$ cat config.mk
export PLATFORM = sky130hd
export DESIGN_NAME = psw_sat_addsub_pipe
export DESIGN_NICKNAME = d
export VERILOG_FILES = /design/src/rtl/psw_pkg.sv /design/src/rtl/psw_lane_unit.sv /design/src/rtl/psw_sat_addsub_pipe.sv
export SDC_FILE = /design/constraint.sdc
export NUM_CORES = 1
export LEC_CHECK = 0
export ABC_CLOCK_PERIOD_IN_PS = 13720
export CORE_UTILIZATION = 55
export DETAILED_ROUTE_END_ITERATION = 16
export PLACE_DENSITY = 0.86
export SLEW_MARGIN = 5
export SYNTH_ARGS = -nofsm -noshare
export SYNTH_HDL_FRONTEND = slang
export SYNTH_SLANG_ARGS = --single-unit
$ cat constraint.sdc
create_clock -name Clk -period 13.72 [get_ports Clk]
set_input_delay 2.744 -clock Clk [delete_from_list [all_inputs] [get_ports Clk]]
set_output_delay 2.744 -clock Clk [all_outputs]
set_load 0.1 [all_outputs]
$ cat src/rtl/psw_pkg.sv
// Shared definitions for the partitioned-subword saturating add/sub pipeline.
// Holds lane-mode encodings, a lane-width decoder and the signed saturation
// values for each lane width.
package psw_pkg;

  localparam logic [1:0] LANE4  = 2'b00;
  localparam logic [1:0] LANE8  = 2'b01;
  localparam logic [1:0] LANE16 = 2'b10;

  localparam logic [3:0]  SAT_POS4  = 4'h7;
  localparam logic [3:0]  SAT_NEG4  = 4'h8;
  localparam logic [7:0]  SAT_POS8  = 8'h7F;
  localparam logic [7:0]  SAT_NEG8  = 8'h80;
  localparam logic [15:0] SAT_POS16 = 16'h7FFF;
  localparam logic [15:0] SAT_NEG16 = 16'h8000;

  // Lane width in bits; the reserved code 11 behaves as 16-bit lanes.
  function automatic logic [4:0] lane_width(input logic [1:0] mode);
    case (mode)
      LANE4:   return 5'd4;
      LANE8:   return 5'd8;
      LANE16:  return 5'd16;
      default: return 5'd16;
    endcase
  endfunction

  // Saturation value for one lane, right-aligned in 16 bits.
  function automatic logic [15:0] sat_value(input logic [1:0] mode, input logic neg);
    case (mode)
      LANE4:   return {12'h000, (neg ? SAT_NEG4 : SAT_POS4)};
      LANE8:   return {8'h00, (neg ? SAT_NEG8 : SAT_POS8)};
      default: return neg ? SAT_NEG16 : SAT_POS16;
    endcase
  endfunction

endpackage

$ cat src/rtl/psw_lane_unit.sv
// 4-bit add/sub slice of the partitioned-subword adder; purely combinational.
// Ports: a/b operand nibbles, sub, lane_start (nibble is lowest of its lane),
// cin_prev (carry from the nibble below); sum, cout, sign (of a), ovf.
module psw_lane_unit (
  input  logic [3:0] a,
  input  logic [3:0] b,
  input  logic       sub,
  input  logic       lane_start,
  input  logic       cin_prev,
  output logic [3:0] sum,
  output logic       cout,
  output logic       sign,
  output logic       ovf
);

  logic [3:0] beff;
  logic       cin;

  assign beff = sub ? ~b : b;
  // A lane boundary breaks the carry chain and injects the +1 of A + ~B + 1.
  assign cin  = lane_start ? sub : cin_prev;

  assign {cout, sum} = {1'b0, a} + {1'b0, beff} + {4'b0000, cin};

  assign sign = a[3];
  // Only meaningful when this nibble is the top of its lane.
  assign ovf  = (a[3] == beff[3]) && (sum[3] != a[3]);

endmodule

$ cat src/rtl/psw_sat_addsub_pipe.sv
// Two-stage pipelined partitioned-subword add/sub with per-lane signed saturation.
// Latency: 2 edges from acceptance to OutValid; one beat per cycle when OutReady=1.
// Backpressure: holds up to 2 beats; InReady is combinational from OutReady.
// Ports: Clk/ResetN; InValid/InReady with A, B, LaneMode, Sub, SatEn per beat;
// OutValid/OutReady with Sum, LaneOvf (per nibble), Overflow; ClrSticky/StickyOvf.
module psw_sat_addsub_pipe
  import psw_pkg::*;
#(
  parameter int WIDTH = 16
) (
  input  logic               Clk,
  input  logic               ResetN,
  input  logic               InValid,
  output logic               InReady,
  input  logic [WIDTH-1:0]   A,
  input  logic [WIDTH-1:0]   B,
  input  logic [1:0]         LaneMode,
  input  logic               Sub,
  input  logic               SatEn,
  input  logic               ClrSticky,
  output logic               OutValid,
  input  logic               OutReady,
  output logic [WIDTH-1:0]   Sum,
  output logic [WIDTH/4-1:0] LaneOvf,
  output logic               Overflow,
  output logic               StickyOvf
);

  localparam int NIB = WIDTH / 4;

  logic             v1, v2;
  logic             s1_adv, s2_adv;
  logic [WIDTH-1:0] a1, b1;
  logic [1:0]       mode1;
  logic             sub1, sat1;

  assign s2_adv   = !v2 || OutReady;
  assign s1_adv   = !v1 || s2_adv;
  assign InReady  = s1_adv;
  assign OutValid = v2;

  // Stage 1: operand and control capture.
  always_ff @(posedge Clk or negedge ResetN) begin
    if (!ResetN) begin
      v1    <= 1'b0;
      a1    <= '0;
      b1    <= '0;
      mode1 <= LANE4;
      sub1  <= 1'b0;
      sat1  <= 1'b0;
    end else if (s1_adv) begin
      v1 <= InValid;
      if (InValid) begin
        a1    <= A;
        b1    <= B;
        mode1 <= LaneMode;
        sub1  <= Sub;
        sat1  <= SatEn;
      end
    end
  end

  // nmask = nibbles per lane minus one; nibble k sits at index (k & nmask)
  // inside its lane, whose top nibble is (k | nmask).
  logic [4:0] lw;
  logic [1:0] nmask;
  always_comb begin
    lw = lane_width(mode1);
    case (lw)
      5'd4:    nmask = 2'd0;
      5'd8:    nmask = 2'd1;
      default: nmask = 2'd3;
    endcase
  end

  logic [WIDTH-1:0] raw;
  logic [NIB-1:0]   co, sgn, ovf;
  logic             carry_unused;

  // The topmost nibble's carry-out has no consumer.
  assign carry_unused = co[NIB-1];

  for (genvar g = 0; g < NIB; g++) begin : g_lane
    logic cin_prev;
    if (g == 0) begin : g_first
      assign cin_prev = 1'b0;
    end else begin : g_rest
      assign cin_prev = co[g-1];
    end

    psw_lane_unit u_lane (
      .a          (a1[4*g +: 4]),
      .b          (b1[4*g +: 4]),
      .sub        (sub1),
      .lane_start ((2'(g) & nmask) == 2'b00),
      .cin_prev   (cin_prev),
      .sum        (raw[4*g +: 4]),
      .cout       (co[g]),
      .sign       (sgn[g]),
      .ovf        (ovf[g])
    );
  end

  // Per-nibble result select: every nibble looks up the overflow and sign of
  // its lane's top nibble and takes its slice of the lane saturation value.
  logic [WIDTH-1:0] sum_n;
  logic [NIB-1:0]   lovf_n;
  logic [15:0]      sv;
  int               top, pos;
  always_comb begin
    sum_n  = '0;
    lovf_n = '0;
    sv     = '0;
    top    = 0;
    pos    = 0;
    for (int k = 0; k < NIB; k++) begin
      top       = k | int'(nmask);
      pos       = k & int'(nmask);
      sv        = sat_value(mode1, sgn[top]);
      lovf_n[k] = ovf[top];
      sum_n[4*k +: 4] = (sat1 && ovf[top]) ? sv[4*pos +: 4] : raw[4*k +: 4];
    end
  end

  // Stage 2: result and flags; data only reloads with a valid beat so
  // outputs stay put while stalled.
  always_ff @(posedge Clk or negedge ResetN) begin
    if (!ResetN) begin
      v2       <= 1'b0;
      Sum      <= '0;
      LaneOvf  <= '0;
      Overflow <= 1'b0;
    end else if (s2_adv) begin
      v2 <= v1;
      if (v1) begin
        Sum      <= sum_n;
        LaneOvf  <= lovf_n;
        Overflow <= |lovf_n;
      end
    end
  end

  // Set on an overflowing transfer takes priority over clear.
  always_ff @(posedge Clk or negedge ResetN) begin
    if (!ResetN) begin
      StickyOvf <= 1'b0;
    end else if (v2 && OutReady && Overflow) begin
      StickyOvf <= 1'b1;
    end else if (ClrSticky) begin
      StickyOvf <= 1'b0;
    end
  end

endmodule

== Yosys cells after proc, flatten, opt, wreduce, memory -nomap -nowiden ==
Cells that the tools add are included.
W data, S select, Z words.
Operators by class
  shifts and indexed selects: 3
  bitwise logic cells: 4
  mux-type cells: 43
  order comparisons: 3
  $add $sub $neg: 8
  reduce and logical (&&, ||, !) cells: 22
  equality and inequality tests: 11
Operators with widths (number)
  $pmux W16 S2: 3
  $mux W4: 14
  $mux W16: 3
  $shiftx A16 B5 Y4: 2
  $mux W8: 3
  $not A4 Y4: 4
  $shiftx A16 B4 Y4: 1
  $add A4 B4 Y5: 3
  $add A5 B1 Y5: 3
  $mux W1: 15
  $logic_and A1 B1 Y1: 10
  $pmux W5 S2: 1
  $lt A2 B3 Y1 const B: 3
  $logic_not A2 Y1: 4
  $pmux W4 S2: 1
  $eq A5 B3 Y1 const B: 1
  $eq A5 B4 Y1 const B: 1
  $add A4 B1 Y4: 1
  $add A4 B4 Y4: 1
  $bmux W1 S2: 2
  $eq A1 B1 Y1: 4
  $ne A1 B1 Y1: 4
  $pmux W2 S2: 1
  $reduce_and A2 Y1: 2
  5 further kinds: 7
Storage, ports and cells
  register bits after elaboration: 60
  word-level logic and storage cells: 105
  input port bits: 41

== Longest topological paths before layout ==
Gate-level depths: netlist of the first run.
  word-level depth: 17
  mapped depth: 28
  mapped depth without buffers: 26

== Modules after synthesis ==
Synthesis of the first run repeated with hierarchy kept, for this count alone.
Second synthesis, totals
  cells, all modules: 291
  area, all modules: 3409.5 um^2
By module, submodules not included
  psw_sat_addsub_pipe: area an instance 2583.7 um^2, cells each 207, times used 1, sequential area each 1501.4 um^2
  psw_lane_unit: area an instance 206.4 um^2, cells each 21, times used 4, sequential area each 0.0 um^2

== Least setup slack after synthesis of the first run ==
OpenSTA, ideal clock, no wires.
  path type: input-to-output
  start: input port OutReady
  end: output port InReady
  buffers on the path: 0
  stages on the path: 1
  slack: 7405 ps
  arrival time: 3571 ps
  cells stage by stage: nand3b_1
Between the ends
  longest elaborated chain between the ends: 2
Ends and longest elaborated chain
  start, declared: RTL line psw_sat_addsub_pipe.sv:22  | input logic OutReady,
  $logic_or A1 B1 Y1: RTL line psw_sat_addsub_pipe.sv:37  | assign s2_adv = !v2 || OutReady;
  $logic_or A1 B1 Y1: RTL line psw_sat_addsub_pipe.sv:38  | assign s1_adv = !v1 || s2_adv;
  end, declared: RTL line psw_sat_addsub_pipe.sv:14  | output logic InReady,
Every way passes these cells.

== Final worst setup path of the first run ==
Same ends and word-level chain as after synthesis.

==> flow_summary_export.csv, run 1 <==
group,metric,value,unit
run_status,status,"complete, no violations",
timing,finalClockSkew,7.14,ps
clock_network,cts-resized-gates,0,
setup_path,worstPathCellList,"clkdlybuf4s50_1, nand3b_1, clkdlybuf4s50_1",
detailed_routing,via_per_inst,5.56,
setup_path,endpoint_kind,"primary output",
setup_path,r2r-end,"Sum[10]",
synth,netlist_instances,313,
synth,post-synth-top-area-cell,"dfrtp_1",
clock_network,htreeDepth,3,
final_layout,antenna_cells,0,
final_layout,instances_no_fill,455,
timing,slew_headroom,34.1,%
place,io_buffers,64,
setup_path,cp.arrival,4530,ps
place,dp.cells,439,
place,place_hpwl,5040,microns
power,leakage,1.83,nW
final_layout,n_fill_cell,455,
place,place_congestion,0.882,
detailed_routing,drc,0,
timing,drv_slew,0,
synth,yosysSeqAreaShare,43.9,%
timing,max_freq,0.138,GHz
timing,finalCriticalPeriod,7270,ps
synth,yosysWarnings,0,
clock_network,clk_path_buf_depth,2,
min_path,hold_path_depth,2,
setup_path,cp_max_fo,3,
die,core_area,5960,sq um
final_layout,fin_nets,437,
die,initial_core_util,57.4,%
synth,synthAdderAreaFrac,9.22,%
final_layout,drive_gt1_share,15.5,%
clock_network,cts_setup_buffers,0,
power,vdd_drop_max,0.000185,V
detailed_routing,wl_per_cell,15.0,microns
synth,synth_cell_type_count,51,
timing,rsz0062_at_grt,"no",
detailed_routing,ant_nets,0,
setup_path,crit_type,"in -> out",
detailed_routing,vias,2529,
die,die_w,80.9,microns
setup_path,critPathLaunchType,"primary input",
timing,worst_slew_pin_slew,985,ps
synth,synthSimpleGateAreaFrac,9.88,%
detailed_routing,drt_iter0_drc,200,
timing,setup_viol,0,
clock_network,numCtsBuffers,9,
setup_path,worst_path_largest_cell_delay,1140,ps
clock_network,cts_tree,"yes",
setup_path,critPathSlowestCell,"clkdlybuf4s50_1",
clock_network,clockRootBuffer,"clkbuf_8",
setup_path,crit_top_cell,"clkdlybuf4s50_1",
setup_path,rr_worst_depth,26,
die,io_pins,65,
setup_path,crit_family,"buffers and inverters",
synth,syn_area_per_cell,10.9,sq um
clock_network,clk_latency,340,ps
die,dieArea,6540,sq um
setup_path,r2r-start,"sub1",
synth,synthXorXnorAreaFrac,5.89,%
grt,grt.overflow.total,0,
timing,fin_crit_sh,53.0,%
detailed_routing,drt_pass1_iterations,4,
setup_path,r2r_slack,6940,ps
run,cap_viol_max_count,0,
grt,track_usage,23.1,%
grt,grt_max_degree,61,
synth,synth_compound_area_share,13.0,%
min_path,hold_start,"LaneOvf[1]",
synth,synth_top_family_by_area,"multiplexers",
synth,syn_area,3420,sq um
synth,synth_top_area_share,43.9,%
synth,syn_nets,375,
detailed_routing,finalWirelength,6820,microns
grt,antenna_found_initial,0,
die,rows,28,
setup_path,crit_required,10980,ps
final_layout,area_delta_synth_final,24.6,%
min_path,min_to,"LaneOvf[1]",
grt,grt_pass1_wl,11300,microns
grt,grt_pass1_vias,2375,
clock_network,clock-sinks,60,
synth,synthMuxAreaShare,14.1,%
synth,synth_area_leaders,"dfrtp_1 (44%), mux2_2 (13%), ha_1 (5.1%)",
die,die_h,80.9,microns
synth,ys_seq_elements,60,
timing,final-hold-violation-count,0,
setup_path,crit_buf_inv,2,
timing,fin_setup_tns,0,ps
power,p_per_area,224,nW/um^2
clock_network,hold_buffers,0,
min_path,hp-class,"reg -> reg",
clock_network,cts.clk_slew.worst_paths,60,ps
## report_power, final
| part | internal (mW) | switching, mW | total [mW] | leakage (nW) |
|---|---|---|---|---|
| Sequential | 0.224 | 0.0386 | 0.262 | 0.706 |
| Clock | 0.0701 | 0.0657 | 0.136 | 0.0844 |
| Combinational | 0.178 | 0.376 | 0.555 | 1.04 |
## worst max-delay path by stage
stage	from	endpoint	slack, ps	cells after the start
after global routing	OutReady	InReady	6390	3
after detailed placement	OutReady	InReady	6460	3
after global placement	OutReady	InReady	6470	3
after floorplan	OutReady	InReady	7400	1
after CTS	OutReady	InReady	6450	3
final	OutReady	InReady	6450	3
## area by class of cell
cell class,instances,area [sq um],area share (%)
Sequential cell,60,1500,35.2
Multi-Input combinational cell,219,1780,41.8
Tap cell,75,93.8,2.20
Timing Repair Buffer,66,651,15.3
Clock buffer,14,153,3.58
Clock inverter,2,10.0,0.235
Inverter,19,71.3,1.67
## cell usage after synthesis, drive strengths merged
master	count
dfrtp	60
mux2	38
nand2	29
inv	19
o21ai	18
nor2	16
xor2	16
ha	14
clkbuf	11
a21oi	10
fa	7
xnor2	7
o311ai	6
a31oi	4
buf	4
nand2b	4
nand3	4
nor2b	4
a311o	3
and2	3
o2111ai	3
o21a	3
o22a	3
a211oi	2
a21o	2
a221o	2
mux2i	2
nand3b	2
nor4	2
o211ai	2
a211o	1
and3	1
and3b	1
mux4	1
nand4	1
nor3	1
nor3b	1
o22ai	1
o311a	1
o31ai	1
o41a	1
or2	1
or4	1
## per-layer routing
| layer | vias up | GRT usage, % | share of wire [%] |
|---|---|---|---|
| li1 | 1233 | - | - |
| met1 | 1217 | 31.5 | 47 |
| met2 | 68 | 36.6 | 47 |
| met3 | 11 | 3.60 | 4.1 |
| met4 | 0 | 10.2 | 1.5 |
| met5 | - | 0 | 0 |
## flip-flops by register name (all words and copies together), names as in the netlist
signal     flops
LaneOvf        4
OutValid       1
Overflow       1
StickyOvf      1
Sum           16
a1            16
b1            16
mode1          2
sat1           1
sub1           1
v1             1
## through the flow
stage / hold WS [ps] / utilization, % / worst slack [ps] / total power, mW / cell area, sq um
floorplan: 471 / - / 7400 / 0.686 / 3420
CTS: 476 / 71.6 / 6450 / 0.957 / 4260
finish: 477 / 71.6 / 6450 / 0.953 / 4260
global route: 507 / 71.6 / 6390 / 1.01 / 4260
detailed placement: 461 / 68.8 / 6460 / 0.820 / 4100
global placement: 451 / 68.8 / 6470 / 0.808 / 4100
## placed cells by master (no fill, tap or decap), types with 4 or more instances in the layout
master and count:
dfrtp_1 60, o21ai_0 14, nand2b_1 4, clkdlybuf4s50_1 63, nand2_1 29, nor2b_1 4
nor2_1 16, nand3_1 4, clkbuf_1 4, mux2_2 38, ha_1 14, a21oi_1 10
fa_1 7, xor2_1 16, o311ai_1 6, xnor2_1 7, clkbuf_8 10, a31oi_1 4
o21ai_1 4, inv_1 18
## cells by family after synthesis
group / after synthesis
buffers and inverters: 34
AOI/OAI and AO/OA: 63
muxes: 41
and+or+nand+nor: 71
adders and majority gates: 21
DFF: 60
xor gates and xnor gates: 23
## worst min-delay path: stages, from the launching register on
cell and delay, ps:
dfrtp_1 340, nand2_1 50, nand2_1 50
(Power assumes the default switching activity.)
==> inputs of run 2 (changes only) <==
- ABC_CLOCK_PERIOD_IN_PS: 13720 -> 6000
- CORE_UTILIZATION: 55 -> 47
- PLACE_DENSITY: 0.86 -> 0.78
- clock period: 13.72 -> 6 ns (I/O delays scaled with it)
==> run 2 against run 1 <==
  * Cell count rose by 5.9%
  * Power rose by 130%
  * Worst setup slack got worse by 6000 ps
  * Sequential share of layout area fell by 0.69 points
  * Worst hold slack lost 9.6 ps
  * Die area grew 17%
  * Sequential power rose by 130%
  * Cell area up 2.1%
  * Clock skew increased by 1.2 ps
  * Clock power increased by 120%
  * First-iteration DRC count is 32% lower
  * Core utilization down 8.6 points
  * Largest cell class unchanged
  * Largest power group unchanged
  * Highest routed layer unchanged
==> flow_summary_export.csv, run 2 (synthesized netlist as in run 1, its figures left out) <==
group,metric,value,unit
detailed_routing,via_per_inst,5.30,
clock_network,clk_latency,330,ps
die,die_w,87.3,microns
final_layout,final_cell_mix,"clkdlybuf4s50_1 (63), dfrtp_1 (59), mux2_2 (38)",
die,core_area,6910,sq um
final_layout,layout_commonest_cell,"clkdlybuf4s50_1",
run,cap_viol_max_count,0,
final_layout,antenna_cells,0,
clock_network,numCtsBuffers,9,
setup_path,r2r_slack,400,ps
timing,rsz0062_at_grt,"no",
timing,fin_crit_sh,93.3,%
detailed_routing,vias,2553,
min_path,hold_path_depth,2,
power,seqPwrFrac,27.0,%
die,rows,30,
timing,final-hold-violation-count,0,
grt,grt_max_degree,61,
setup_path,crit_required,6210,ps
place,place_hpwl,5310,microns
timing,worst_slew_pin_slew,982,ps
grt,grt.overflow.total,0,
power,power_frac_clock,13.8,%
final_layout,multi_input_area,1800,sq um
setup_path,r2r-start,"sub1",
timing,drv_slew,0,
clock_network,clk_path_buf_depth,2,
setup_path,rr_worst_depth,26,
setup_path,worst_path_largest_cell_delay,460,ps
clock_network,clock-sinks,60,
setup_path,cp_max_fo,5,
power,leakage,1.86,nW
min_path,hp-class,"reg -> reg",
detailed_routing,drc,0,
clock_network,htreeDepth,3,
final_layout,area_delta_synth_final,27.2,%
power,p_switching,1.10,mW
setup_path,setup.worst_path.end,"Sum[3]",
final_layout,instances_no_fill,482,
clock_network,hold_buffers,0,
power,p_per_area,505,nW/um^2
grt,antenna_found_initial,0,
detailed_routing,wl_per_cell,14.7,microns
run_status,status,"complete, no violations",
setup_path,endpoint_kind,"flop",
detailed_routing,ant_nets,0,
power,intPower,1.10,mW
clock_network,cts.clk_slew.worst_paths,70,ps
timing,slew_headroom,34.3,%
power,vdd_drop_max,0.000205,V
detailed_routing,drt_pass1_iterations,4,
grt,track_usage,20.3,%
timing,finalClockSkew,8.37,ps
setup_path,critPathSlowestCell,"dfrtp_2",
final_layout,drive_gt1_share,18.1,%
final_layout,n_fill_cell,578,
place,place_congestion,0.840,
place,io_buffers,64,
setup_path,critPathLaunchType,"flop",
setup_path,r2r-end,"Sum[3]",
power,p_comb_share,59.2,%
clock_network,clockRootBuffer,"clkbuf_8",
timing,setup_viol,0,
detailed_routing,drt_iter0_drc,137,
clock_network,cts_tree,"yes",
grt,grt_pass1_vias,2563,
setup_path,critical_path.startpoint,"sub1",
setup_path,cp.arrival,5810,ps
setup_path,crit_type,"reg -> reg",
grt,grt_pass1_wl,11900,microns
die,initial_core_util,49.5,%
die,io_pins,65,
timing,fin_setup_tns,0,ps
final_layout,fin_nets,443,
final_layout,regArea,1500,sq um
final_layout,largestRegisters,"Sum x16, a1 x16, b1 x16",
place,placed_area,4160,sq um
die,die_h,87.3,microns
detailed_routing,finalWirelength,7070,microns
final_layout,fin_area,4350,sq um
setup_path,crit_top_cell,"o21ai_0",
power,sw_frac_of_total,50.2,%
timing,max_freq,0.179,GHz
timing,finalCriticalPeriod,5600,ps
die,dieArea,7620,sq um
place,dp.cells,464,
==> run 2: area by class of cell <==
type / instances / area share [%]
timing repair buffer: 72 / 16.0
inverter: 19 / 1.64
clock inverter: 2 / 0.230
clock buffer: 14 / 3.51
sequential: 60 / 34.5
tap: 96 / 2.76
multi-input combinational: 219 / 41.3
==> run 2: worst max-delay path, delay by kind of cell (launching register included) <==
kind	cells	cell delay [ps]
AOI/OAI and AO/OA	11	1590
xor gates and xnor gates	1	180
DFF	1	460
adders and majority gates	6	2430
buffers and inverters	1	80
and+or+nand+nor	7	740
==> run 2: per-stage QoR <==
stage	hold WS, ps	power (mW)	util (%)	setup WS, ps
global route	506	2.33	63.0	34.1
global placement	453	1.86	60.2	354
detailed placement	457	1.89	60.2	208
CTS	471	2.20	62.5	158
floorplan	471	1.57	-	436
finish	467	2.20	63.0	400
==> run 2: power by group through the flow <==
stage,Clock [mW],Combinational [mW],Sequential [mW]
2_1_floorplan,0,0.478,1.09
3_3_place_gp,0,1.26,0.597
3_5_place_dp,0,1.29,0.602
4_1_cts,0.314,1.29,0.594
5_1_grt,0.333,1.38,0.608
6_report,0.304,1.30,0.593
==> run 2: routing by layer <==
layer / track usage, % / vias to the layer above / part of all wire, %
li1: - / 1245 / -
met1: 27.2 / 1229 / 45
met2: 32.7 / 73 / 49
met3: 5.40 / 6 / 4.8
met4: 5.51 / 0 / 0.82
met5: 0 / - / 0
==> run 2: timing repair <==
action,in CTS,in global routing
setup buffers,0,2
setup endpoints to repair,0,15
gates resized for setup,0,5
==> run 2: worst min-delay path by stage <==
stage,to,start,slack (ps)
after floorplan,OutValid,v1,470
after global placement,LaneOvf[2],LaneOvf[2],450
after detailed placement,LaneOvf[2],LaneOvf[2],460
after CTS,LaneOvf[2],LaneOvf[2],470
after global routing,Sum[15],Sum[15],510
final,LaneOvf[2],LaneOvf[2],470
==> inputs of run 3 (changes only) <==
- CORE_UTILIZATION: 47 -> 45
- PLACE_DENSITY: 0.78 -> 0.75
==> run 3 against run 2 <==
  * Cell area rose by 0.46%
  * Core utilization fell by 3.1 points
  * Clock power rose by 12%
  * Largest power group unchanged
  * Sequential share of layout area fell by 0.19 points
  * Sequential power barely moved
  * Clock-buffer cell count did not move
  * Sequential cell count did not move
  * Cell count did not move
  * Maximum frequency rose by 0.19%
  * Critical path depth did not move
  * Wire length fell by 2.7%
  * Register-to-register slack barely moved
==> flow_summary_export.csv, run 3 (synthesized netlist as in run 1, its figures left out) <==
group,metric,value,unit
run_status,status,"complete, no violations",
detailed_routing,via_per_inst,5.22,
final_layout,drive_gt1_share,18.0,%
final_layout,largestRegisters,"Sum x16, a1 x16, b1 x16",
timing,slew_headroom,35.0,%
clock_network,clk_latency,340,ps
clock_network,htreeDepth,3,
setup_path,cp.arrival,5810,ps
grt,antenna_found_initial,0,
detailed_routing,finalWirelength,6880,microns
run,cap_viol_max_count,0,
place,place_congestion,0.803,
timing,max_freq,0.179,GHz
setup_path,crit_buf_inv,1,
clock_network,numCtsBuffers,9,
clock_network,clk_path_buf_depth,2,
power,p_per_area,509,nW/um^2
power,vdd_drop_max,0.000191,V
grt,grt_pass1_wl,11300,microns
setup_path,critical_path.startpoint,"sub1",
clock_network,clockRootBuffer,"clkbuf_8",
clock_network,cts-resized-gates,0,
clock_network,cts_setup_buffers,0,
clock_network,hold_buffers,0,
die,core_area,7290,sq um
timing,setup_viol,0,
setup_path,critPathSlowestCell,"dfrtp_1",
grt,track_usage,18.9,%
min_path,hold_path_depth,2,
timing,worst_slew_pin_slew,972,ps
final_layout,layout_commonest_cell,"clkdlybuf4s50_1",
timing,final-hold-violation-count,0,
timing,finalCriticalPeriod,5590,ps
detailed_routing,vias,2516,
grt,grt_max_degree,61,
final_layout,fin_util,59.9,%
clock_network,clock-sinks,60,
die,die_w,89.2,microns
final_layout,area_delta_synth_final,27.8,%
setup_path,crit_family,"adder cells",
min_path,hold_start,"LaneOvf[2]",
setup_path,rr_worst_depth,26,
setup_path,crit_top_cell,"o21ai_0",
die,initial_core_util,46.9,%
setup_path,worst_path_largest_cell_delay,420,ps
setup_path,critPathLaunchType,"flop",
power,p_total,2.22,mW
die,die_h,89.2,microns
detailed_routing,ant_nets,0,
timing,drv_slew,0,
clock_network,cts_tree,"yes",
grt,grt.overflow.total,0,
setup_path,cp.depth,26,
min_path,hp-class,"reg -> reg",
timing,fin_crit_sh,93.2,%
final_layout,fin_nets,441,
setup_path,r2r-start,"sub1",
place,io_buffers,64,
final_layout,final_cell_mix,"clkdlybuf4s50_1 (63), dfrtp_1 (60), mux2_2 (38)",
detailed_routing,wl_per_cell,14.3,microns
die,rows,31,
die,io_pins,65,
place,place_hpwl,5110,microns
detailed_routing,drt_iter0_drc,111,
clock_network,cts.clk_slew.worst_paths,60,ps
final_layout,antenna_cells,0,
timing,finalClockSkew,10.0,ps
setup_path,cp_max_fo,4,
grt,grt_pass1_vias,2418,
setup_path,endpoint_kind,"flop",
setup_path,crit_type,"reg -> reg",
die,dieArea,7950,sq um
setup_path,crit_required,6220,ps
detailed_routing,drt_pass1_iterations,4,
power,leakage,1.87,nW
detailed_routing,drc,0,
-- run 3: cell count changes in the layout (fill, tap and decap cells not counted), sizes merged --
cell,previous run,this run
clkinv,2,1
buf,9,7
-- run 3: where the power goes --
| group | switching [mW] | total (mW) | leakage [nW] | internal [mW] |
|---|---|---|---|---|
| combinational | 0.874 | 1.29 | 1.06 | 0.420 |
| clock | 0.147 | 0.339 | 0.0986 | 0.192 |
| sequential | 0.0795 | 0.592 | 0.706 | 0.512 |
| total | 1.10 | 2.22 | 1.87 | 1.12 |
-- run 3: path summary, 6_finish.rpt --
check,end,slack [ps]
worst max-delay path,Sum[3],410
worst min-delay path,LaneOvf[2],480
worst max register to register,Sum[3],410
worst min register to register,LaneOvf[2],480
max in group asynchronous,Sum[4],4500
min in group asynchronous,b1[14],990
-- run 3: cell type report --
type | count | area, sq um
multi-input combinational | 219 | 1810
timing repair buffer | 70 | 681
fill | 650 | 2920
inverter | 19 | 71.3
clock inverter | 1 | 5.00
tap | 99 | 124
clock buffer | 14 | 183
sequential | 60 | 1500
-- run 3: layer usage --
metal | GRT usage (%) | routed length (microns) | part of all wire [%]
met3 | 4.34 | 309 | 4.5
met5 | 0 | 0 | 0
met1 | 26.7 | 3260 | 47
met2 | 28.7 | 3220 | 47
met4 | 6.06 | 81 | 1.2
-- run 3: through the flow --
| step | hold WS (ps) | cell area (sq um) | std cells | setup WS [ps] | TNS, ps |
|---|---|---|---|---|---|
| after floorplan | 471 | 3420 | 313 | 436 | 0 |
| after global placement | 455 | 4160 | 467 | 320 | 0 |
| after detailed placement | 469 | 4160 | 467 | 132 | 0 |
| after CTS | 483 | 4350 | 482 | 115 | 0 |
| after global routing | 503 | 4370 | 482 | -8.14 | -20.5 |
| final | 476 | 4370 | 482 | 411 | 0 |
-- run 3: worst min-delay path, delay by kind of cell, from the launching register on --
| family | cells | cell delay (ps) |
|---|---|---|
| AND/OR/NAND/NOR | 2 | 100 |
| flip-flops | 1 | 340 |
